$ cat src/rtl/lsu_pkg.sv
// lsu_pkg: FSM states, RV32I load/store width codes and request legality check
package lsu_pkg;
  typedef enum logic [1:0] {IDLE, REQ, RSP, DONE} state_t;
  localparam logic [2:0] F3_LB  = 3'd0;
  localparam logic [2:0] F3_LH  = 3'd1;
  localparam logic [2:0] F3_LW  = 3'd2;
  localparam logic [2:0] F3_LBU = 3'd4;
  localparam logic [2:0] F3_LHU = 3'd5;
  localparam logic [2:0] F3_SB  = 3'd0;
  localparam logic [2:0] F3_SH  = 3'd1;
  localparam logic [2:0] F3_SW  = 3'd2;
  function automatic logic illegal(input logic ld, input logic st, input logic [2:0] f3, input logic [1:0] a);
    return (ld && st) || (!st && (f3 == 3'd3 || f3 == 3'd6 || f3 == 3'd7)) || (st && f3 > F3_SW) ||
           (f3[1:0] == 2'd2 && a != 2'd0) || (f3[1:0] == 2'd1 && a[0]);
  endfunction
endpackage

$ cat src/rtl/lsu_align.sv
// lsu_align: load byte/halfword extraction with extension, store byte enables and lane replication
module lsu_align
  import lsu_pkg::*;
(
  input  logic [2:0]  funct3,
  input  logic [1:0]  addr_lo,
  input  logic [31:0] store_data,
  input  logic [31:0] rdata,
  output logic [3:0]  be,
  output logic [31:0] wdata,
  output logic [31:0] load_data
);
  logic [7:0]  b;
  logic [15:0] h;
  always_comb begin
    b = rdata[8*addr_lo +: 8];
    h = addr_lo[1] ? rdata[31:16] : rdata[15:0];
    load_data = funct3 == F3_LB  ? {{24{b[7]}}, b} :
                funct3 == F3_LBU ? {24'd0, b} :
                funct3 == F3_LH  ? {{16{h[15]}}, h} :
                funct3 == F3_LHU ? {16'd0, h} : rdata;
    // enables follow access width only, so loads also get byte-accurate enables
    be    = funct3[1:0] == F3_SB[1:0] ? 4'b0001 << addr_lo :
            funct3[1:0] == F3_SH[1:0] ? 4'b0011 << {addr_lo[1], 1'b0} : 4'b1111;
    wdata = funct3[1:0] == F3_SB[1:0] ? {4{store_data[7:0]}} :
            funct3[1:0] == F3_SH[1:0] ? {2{store_data[15:0]}} : store_data;
  end
endmodule

$ cat src/rtl/lsu_unit.sv
// lsu_unit: single-outstanding RV32I load/store unit with stall, alignment checks and response timeout
module lsu_unit
  import lsu_pkg::*;
#(
  parameter int TIMEOUT_CYCLES = 255
) (
  input  logic        clk,
  input  logic        reset,
  input  logic        req_valid_i,
  input  logic        is_load_i,
  input  logic        is_store_i,
  input  logic [2:0]  funct3_i,
  input  logic [31:0] addr_i,
  input  logic [31:0] store_data_i,
  input  logic [4:0]  rd_addr_i,
  output logic        stall_o,
  output logic        mem_req_valid_o,
  input  logic        mem_req_ready_i,
  output logic [31:0] mem_addr_o,
  output logic        mem_we_o,
  output logic [3:0]  mem_be_o,
  output logic [31:0] mem_wdata_o,
  input  logic        mem_rsp_valid_i,
  input  logic [31:0] mem_rdata_i,
  output logic [4:0]  rd_addr_o,
  output logic        wr_en_o,
  output logic [31:0] wr_data_o,
  output logic        err_o
);
  state_t      state, state_nx;
  logic [2:0]  f3_q;
  logic [31:0] addr_q, sdata_q, ldata_q;
  logic [4:0]  rd_q;
  logic        st_q, err_q;
  logic [7:0]  cnt;
  logic [3:0]  be;
  logic [31:0] wdata, ldata;
  logic        bad, timeout;
  assign bad     = illegal(is_load_i, is_store_i, funct3_i, addr_i[1:0]);
  assign timeout = cnt == 8'(TIMEOUT_CYCLES - 1);
  lsu_align u_align (
    .funct3     (f3_q),
    .addr_lo    (addr_q[1:0]),
    .store_data (sdata_q),
    .rdata      (mem_rdata_i),
    .be         (be),
    .wdata      (wdata),
    .load_data  (ldata)
  );
  always_comb begin
    state_nx = state;
    case (state)
      IDLE: state_nx = req_valid_i ? (bad ? DONE : REQ) : IDLE;
      REQ:  state_nx = mem_req_ready_i ? (st_q ? DONE : RSP) : REQ;
      RSP:  state_nx = (mem_rsp_valid_i || timeout) ? DONE : RSP;
      DONE: state_nx = IDLE;
    endcase
  end
  always_comb begin
    stall_o         = state == IDLE ? req_valid_i : state != DONE;
    mem_req_valid_o = state == REQ;
    mem_addr_o      = mem_req_valid_o ? {addr_q[31:2], 2'b00} : 32'd0;
    mem_we_o        = mem_req_valid_o && st_q;
    mem_be_o        = mem_req_valid_o ? be : 4'd0;
    mem_wdata_o     = mem_we_o ? wdata : 32'd0;
    wr_en_o         = state == DONE && !st_q && !err_q && rd_q != 5'd0;
    rd_addr_o       = wr_en_o ? rd_q : 5'd0;
    wr_data_o       = wr_en_o ? ldata_q : 32'd0;
    err_o           = state == DONE && err_q;
  end
  always_ff @(posedge clk) begin
    if (reset) begin
      state   <= IDLE;
      f3_q    <= 3'd0;
      addr_q  <= 32'd0;
      sdata_q <= 32'd0;
      ldata_q <= 32'd0;
      rd_q    <= 5'd0;
      st_q    <= 1'b0;
      err_q   <= 1'b0;
      cnt     <= 8'd0;
    end else begin
      state <= state_nx;
      case (state)
        IDLE: if (req_valid_i) begin
          f3_q    <= funct3_i;
          addr_q  <= addr_i;
          sdata_q <= store_data_i;
          rd_q    <= rd_addr_i;
          st_q    <= is_store_i;
          err_q   <= bad;
        end
        REQ: cnt <= 8'd0;
        RSP: if (mem_rsp_valid_i) ldata_q <= ldata;
             else begin
               cnt   <= cnt + 8'd1;
               err_q <= timeout;
             end
        default: ;
      endcase
    end
  end
endmodule

$ cat config.mk
export PLATFORM = sky130hd
export DESIGN_NAME = lsu_unit
export DESIGN_NICKNAME = d
export VERILOG_FILES = /design/src/rtl/lsu_pkg.sv /design/src/rtl/lsu_align.sv /design/src/rtl/lsu_unit.sv
export SDC_FILE = /design/constraint.sdc
export NUM_CORES = 1
export LEC_CHECK = 0
export CAP_MARGIN = 20
export CORE_AREA = 2 2 94 165
export CTS_CLUSTER_SIZE = 20
export DETAILED_ROUTE_END_ITERATION = 16
export DIE_AREA = 0 0 96 167
export PLACE_DENSITY = 0.73
export RECOVER_POWER = 100
export SLEW_MARGIN = 20
export SYNTH_ARGS = -nofsm -noshare
export SYNTH_HDL_FRONTEND = slang
export SYNTH_SLANG_ARGS = --single-unit
$ cat constraint.sdc
create_clock -name clk -period 2.5 [get_ports clk]
set_input_delay 0.5 -clock clk [delete_from_list [all_inputs] [get_ports clk]]
set_output_delay 0.5 -clock clk [all_outputs]
set_load 0.02 [all_outputs]
==> results of run 1 <==
[per-stage QoR]
step                instances  total power, µW  setup WS (ns)  cell area, µm²
floorplan                 765             2752         0.5374            5789
finish                   1161             5708        0.03293            8542
global route             1161             5962       -0.02101            8542
CTS                      1160             5784      0.0003184            8579
global placement         1128             3227         0.1459            8202
detailed placement       1128             3241         0.1221            8202
[worst max path at each step]
stage	start	endpoint	cells past startpoint
3_3_place_gp	rd_q[0]	wr_data_o[10]	5
3_5_place_dp	rd_q[0]	wr_data_o[8]	5
5_1_grt	rd_q[0]	wr_data_o[8]	5
4_1_cts	state[1]	mem_addr_o[21]	5
2_1_floorplan	state[1]	mem_wdata_o[13]	7
6_report	rd_q[0]	wr_data_o[8]	5
[synthesized netlist by cell type, types with 10 or more instances]
cell type	n	share of area, %
clkbuf_1	32	2.1
a21oi_1	99	8.6
and2_1	69	7.5
a211oi_1	34	4.4
a22o_1	16	2.4
dfxtp_1	116	40
nand2_1	173	11
nor2_1	72	4.7
o21ai_0	19	1.6
buf_2	20	1.7
mux2i_1	23	4.0
and3_1	10	1.1
[sequential cells by signal, indices dropped and copies added, names as in the netlist]
register,cells
f3_q,3
rd_q,5
err_q,1
st_q,1
addr_q,32
sdata_q,32
ldata_q,32
cnt,8
state,2
[logic make-up (layout without fill, tap and decap cells)]
group,count (synthesis),after routing
buffers and inverters,72,284
flip-flops,116,116
other,1,3
multiplexers,26,26
AO/OA/AOI/OAI,196,196
AND/OR/NAND/NOR,350,350
adder cells (fa/ha/maj),2,2
XOR/XNOR,1,1
[power by group through the flow]
stage	clock network [µW]	registers [µW]	logic, µW
4_1_cts	2590	2100	1090
3_3_place_gp	0	2140	1090
6_report	2540	2100	1070
5_1_grt	2670	2120	1180
3_5_place_dp	0	2140	1100
2_1_floorplan	0	2100	651
[layout make-up]
| class | count | area, µm² |
|---|---|---|
| diodes | 1 | 2.502 |
| inverters | 6 | 22.52 |
| multi-input cells | 577 | 3136 |
| flip-flops and latches | 116 | 2323 |
| clock buffers | 17 | 425.4 |
| fillers | 1404 | 6148 |
| clock inverters | 15 | 192.7 |
| well taps | 183 | 229.0 |
| repair buffers | 246 | 2211 |
[layout by cell type (no fill, tap or decap), types with 4 or more instances in the layout]
| cell | Yosys | layout |
|---|---|---|
| nand2_1 | 173 | 172 |
| dfxtp_1 | 116 | 115 |
| clkdlybuf4s50_1 | 0 | 114 |
| a21oi_1 | 99 | 99 |
| nor2_1 | 72 | 72 |
| dlygate4sd2_1 | 0 | 64 |
| and2_1 | 69 | 59 |
| a211oi_1 | 34 | 34 |
| buf_2 | 20 | 27 |
| mux2i_1 | 23 | 23 |
| o21ai_0 | 19 | 19 |
| clkbuf_16 | 0 | 17 |
| buf_4 | 6 | 17 |
| a22o_1 | 16 | 16 |
| and3_1 | 10 | 10 |
| and2_0 | 0 | 9 |
| a221oi_1 | 9 | 9 |
| a22oi_1 | 8 | 8 |
| clkbuf_1 | 32 | 8 |
| inv_6 | 0 | 6 |
| buf_12 | 0 | 6 |
| buf_6 | 2 | 5 |
| inv_1 | 4 | 4 |
| clkinv_4 | 0 | 4 |
[worst max-delay path, cell delays in order (launching register included)]
cell and delay [ns]:
dfxtp_2 0.32, or4_4 0.51, o21a_1 0.23, buf_12 0.16, and2_1 0.17, buf_2 0.15
[per-layer routing]
layer	global-route usage, %	wire length (µm)	vias up
li1	-	-	3008
met1	25.60	7043	2751
met2	41.70	9916	228
met3	4.930	1195	44
met4	12.86	820	0
met5	0	0	-
[timing repair]
| item | in CTS | in global routing |
|---|---|---|
| hold buffers | 0 | 0 |
| pin swaps | 0 | 1 |
| gates resized for setup | 192 | 17 |
| endpoints found under the hold margin | 0 | 0 |
| setup endpoints to repair | 96 | 38 |
==> impl_metrics.json, run 1 <==
{
  "post-route-util_pct": 58.15,
  "p_comb_share_pct": 18.8,
  "row_count": 59,
  "cp.required_ns": 2.00,
  "cts_post_setup_buffers_inserted": 0,
  "crit_path_start_kind": "flop",
  "critPathKind": "reg2out",
  "synth_top_family_by_area": "simple AND/OR/NAND/NOR gates",
  "p_per_area_nw_per_um2": 668.3,
  "finalWeightedCongestion": 0.8676,
  "avgSynthCellArea_um2": 7.573,
  "netlist_instances": 764,
  "whs_path_depth": 2,
  "ys_seq_elements": 116,
  "vias_per_cell": 5.195,
  "clockBufferDepth": 2,
  "crit_fanout": 33,
  "clock_skew_ns": 0.01100,
  "die_h_um": 167,
  "root_buffer": "clkbuf_16",
  "hp-start": "addr_q[12]",
  "drc": 0,
  "setup_viol": 0,
  "p_int_uw": 4070,
  "synth_compound_area_share_pct": 21.24,
  "clk_pin_slew_ns": 0.06,
  "reg2reg_from": "f3_q[1]",
  "drive_above_1_share_pct": 10.75,
  "hold_ws_ns": 0.4480,
  "die_area_um2": 16030,
  "insertion_delay_ns": 0.41,
  "grt_pass1_vias": 5855,
  "yosys_warnings": 0,
  "synth-adder-area-share_pct": 0.4325,
  "synth.distinct_cells": 48,
  "yosys_most_used_dff": "dfxtp_1",
  "period_minus_slack_ns": 2.467,
  "p_switching_uw": 1639,
  "p_leak_uw": 0.003503,
  "htree_levels": 4,
  "drt_wl_total_mm": 18.98,
  "hold_end": "addr_q[12]",
  "async_flop_share_pct": 0,
  "end_kind": "primary output",
  "r2r_slack_ns": 0.24,
  "synth.area.mux_share_pct": 4.758,
  "tightest_slew_ns": 0.8491,
  "synth_edf_count": 0,
  "start_util_pct": 39.38,
  "drt-initial-drc-count": 268,
  "numCtsBuffers": 17,
  "grt_pass1_wl_mm": 29.61,
  "hpwlAfterDp_mm": 13.59,
  "hold_path_class": "reg2reg",
  "rsz0062_at_grt": "yes",
  "synth-simple-area-share_pct": 27.44,
  "synth-seq-area-share_pct": 40.14,
  "peakVddDrop_uv": 487.8,
  "slew_violations": 0,
  "setup_tns_ns": 0,
  "antenna_found_initial": 1,
  "status": "completed",
  "overflow": 0,
  "pwr-share-seq_pct": 36.8,
  "final_nets": 1077,
  "num_vias": 6031,
  "ff2ff_path_depth": 6,
  "p_clk_share_pct": 44.4,
  "synth_xor_area_share_pct": 0.1514,
  "wl_per_cell_um": 16.34,
  "synth_area_um2": 5786,
  "cp.arrival_ns": 1.97,
  "switching_share_pct": 28.71,
  "max_cap_viol_count": 0,
  "slew_headroom_pct": 43.39,
  "io_pins": 221,
  "io_buffers": 218,
  "worstReg2RegEnd": "ldata_q[0]",
  "hold_viol": 0,
  "cts_tree": "done",
  "grt_usage_pct": 23.72,
  "period_share_pct": 98.68,
  "fmax_ghz": 0.4053,
  "drt_pass1_iterations": 5,
  "grt_max_degree": 76,
  "cts.sinks": 116,
  "ant_nets": 0,
  "fp.dieW_um": 96,
  "core_um2": 14690,
  "area_growth_syn_to_layout_pct": 47.64
}
Note: power is estimated with default switching activity, not from simulation.
==> run 2: changes to the inputs <==
ABC_CLOCK_PERIOD_IN_PS = 2500   (was unset)
==> results of run 2 <==
No change in the layout: final DEF, timing and power equal those of run 1.
==> run 3: changes to the inputs <==
SLEW_MARGIN = unset   (was 20)
==> results of run 3 <==
No change in the layout: final DEF, timing and power equal those of run 1.
==> edit: new RTL, flow settings as in run 1 <==
Make the reset (`reset`) asynchronous in one clocked block.
--- a/src/rtl/lsu_unit.sv
+++ b/src/rtl/lsu_unit.sv
@@ -70,3 +70,3 @@
   end
-  always_ff @(posedge clk) begin
+  always_ff @(posedge clk or posedge reset) begin
     if (reset) begin
Function: differs if reset is asserted again (counterexample within 4 cycles, from zero or initial values and one cycle with reset high); with reset held inactive, the same outputs for 10 cycles.
==> edit against run 1 <==
The run now ends with max-capacitance violations, max-slew violations, negative setup slack left. Count of clock-buffer cells in the layout rose by 1. Synthesized area rose by 6.9%. Final area rose by 4.5%. Via count fell by 7.4%. Highest routed layer unchanged. Critical endpoint is now wr_data_o[11]. Worst setup slack got worse by 0.066 ns. Routed wire length rose by 0.23%. Die area did not move. Critical path depth did not move. Sequential cell count did not move.
Power is not compared: it rests on default switching activity, and its combinational part moved more than twofold at a synthesized area within 25%.
==> edit: results (changes against run 1) <==
global_routing:
  grt_pass1_wl_um: 29230  # was 29610 um
  grt_pass1_vias: 5708  # was 5855
  antenna_found_initial: 0  # was 1
  grt_usage_pct: 23.82  # was 23.72%
  grt_max_degree: 63  # was 76
worst_setup_path:
  critPathMaxStageDelay_ns: 0.54  # was 0.51 ns
  worst-path-max-fanout: 16  # was 33
final_layout:
  diodes: 0  # was 1
  layout.nets: 952  # was 1077
  post_route_cells_drive_above_1_share_pct: 22.30  # was 10.75%
  fillers: 1293  # was 1404
route:
  met2_length_um: 10570  # was 9916 um
  met3_wirelength_um: 1306  # was 1195 um
  drt_iter0_drc: 199  # was 268
  wl_um: 19020  # was 18980 um
  viasPerCell: 5.393  # was 5.195
  met1_length_um: 6450  # was 7043 um
yosys:
  synth.area.top_cells: "dfrtp_1, mux2_2, and2_1"  # was dfxtp_1, nand2_1, a21oi_1
  ys_top_cells_by_count: "dfrtp_1, mux2_2, and2_1"  # was nand2_1, dfxtp_1, a21oi_1
  synth_cell_types: 54  # was 48
  synthArstFlopShare_pct: 100.0  # was 0%
  seq_area_frac_synth_pct: 46.95  # was 40.14%
  synth_flop_cell: "dfrtp_1"  # was dfxtp_1
sta:
  finalSetupViolations: 28  # was 0
  finalClockSkew_ns: 0.008677  # was 0.01100 ns
  tightestPinTransition_ns: 1.550  # was 0.8491 ns
  layout_setup_ws_ns: -0.03353  # was 0.03293 ns
  final_max_slew_viol_count: 63  # was 0
outcome:
  violations: "max-capacitance violations, max-slew violations, negative setup slack"
  outcome: "finished with violations"  # was complete, no violations
placement:
  place.gp.congestion: 0.9047  # was 0.8676
  dpl.hpwl_um: 14210  # was 13590 um
job:
  cap_violations: 1  # was 0
clock_tree:
  clk_latency_ns: 0.41  # about the same
## edit: metal layers
metal	track usage, %	up-vias
met5	0	-
met4	10.37	0
met3	6.332	43
met2	43.57	243
met1	24.43	2702
li1	-	2594
## edit: path summary, 6_finish.rpt
check                      cells after the start                    from                       to  slack [ns]
min                                            2  ldata_q[4]$_DFFE_PP0P_   ldata_q[4]$_DFFE_PP0P_        0.50
max reg2reg                                    4      state[1]$_DFF_PP0_  sdata_q[29]$_DFFE_PP0P_        0.12
min reg2reg                                    2  ldata_q[4]$_DFFE_PP0P_   ldata_q[4]$_DFFE_PP0P_        0.50
min in group asynchronous                      3                   reset    addr_q[7]$_DFFE_PP0P_        1.02
max                                            5     rd_q[1]$_DFFE_PP0P_            wr_data_o[11]       -0.03
max in group asynchronous                      3                   reset      f3_q[1]$_DFFE_PP0P_        0.34
## edit: cells by family (layout without fill, tap and decap cells)
family / Yosys count / count (layout) / share of synthesized area, %
buffers and inverters: 54 / 291 / 4.331
xor gates and xnor gates: 1 / 1 / 0.1417
muxes: 91 / 91 / 16.45
and+or+nand+nor: 214 / 214 / 18.42
DFF: 116 / 116 / 46.95
other: 1 / 2 / 0.06066
adders and majority gates: 2 / 2 / 0.4047
AOI/OAI and AO/OA: 135 / 135 / 13.24
## edit: repair_timing
action | CTS | global route
buffers inserted | 1 | 3
endpoints found under the setup margin | 100 | 59
pin swaps | 1 | 2
cloned | 0 | 1
resized for setup | 201 | 52
## edit: critical path, delay by kind of cell (launching register included)
family / cells / cell delay (ns)
simple gates: 2 / 0.69
buf+inv: 2 / 0.32
compound gates: 1 / 0.25
flops: 1 / 0.37
## edit: final cells by class
cell class	instances	area [sq um]	area share (%)
Timing Repair Buffer	252	2163	24.24
Clock buffer	18	439.2	4.921
Inverter	7	27.53	0.3084
Multi-Input combinational cell	445	3033	33.98
Clock inverter	14	128.9	1.444
Tap cell	183	229.0	2.566
Sequential cell	116	2904	32.54
## edit: through the flow
stage | setup slack, ns | instances | area (sq um) | hold slack, ns | TNS, ns
2_1_floorplan | 0.4227 | 615 | 6190 | 0.4349 | 0
3_3_place_gp | 0.05312 | 998 | 8647 | 0.4670 | 0
3_5_place_dp | 0.02484 | 998 | 8647 | 0.4806 | 0
4_1_cts | -0.01430 | 1031 | 8990 | 0.5013 | -0.1159
5_1_grt | -0.08339 | 1035 | 8925 | 0.5129 | -5.112
6_report | -0.03353 | 1035 | 8925 | 0.4986 | -0.7098
## edit: where the power goes
| part | total, mW | internal [mW] | switching [mW] |
|---|---|---|---|
| clock | 2.31 | 1.40 | 0.910 |
| combinational | 5.02 | 2.32 | 2.70 |
| sequential | 3.40 | 2.80 | 0.598 |
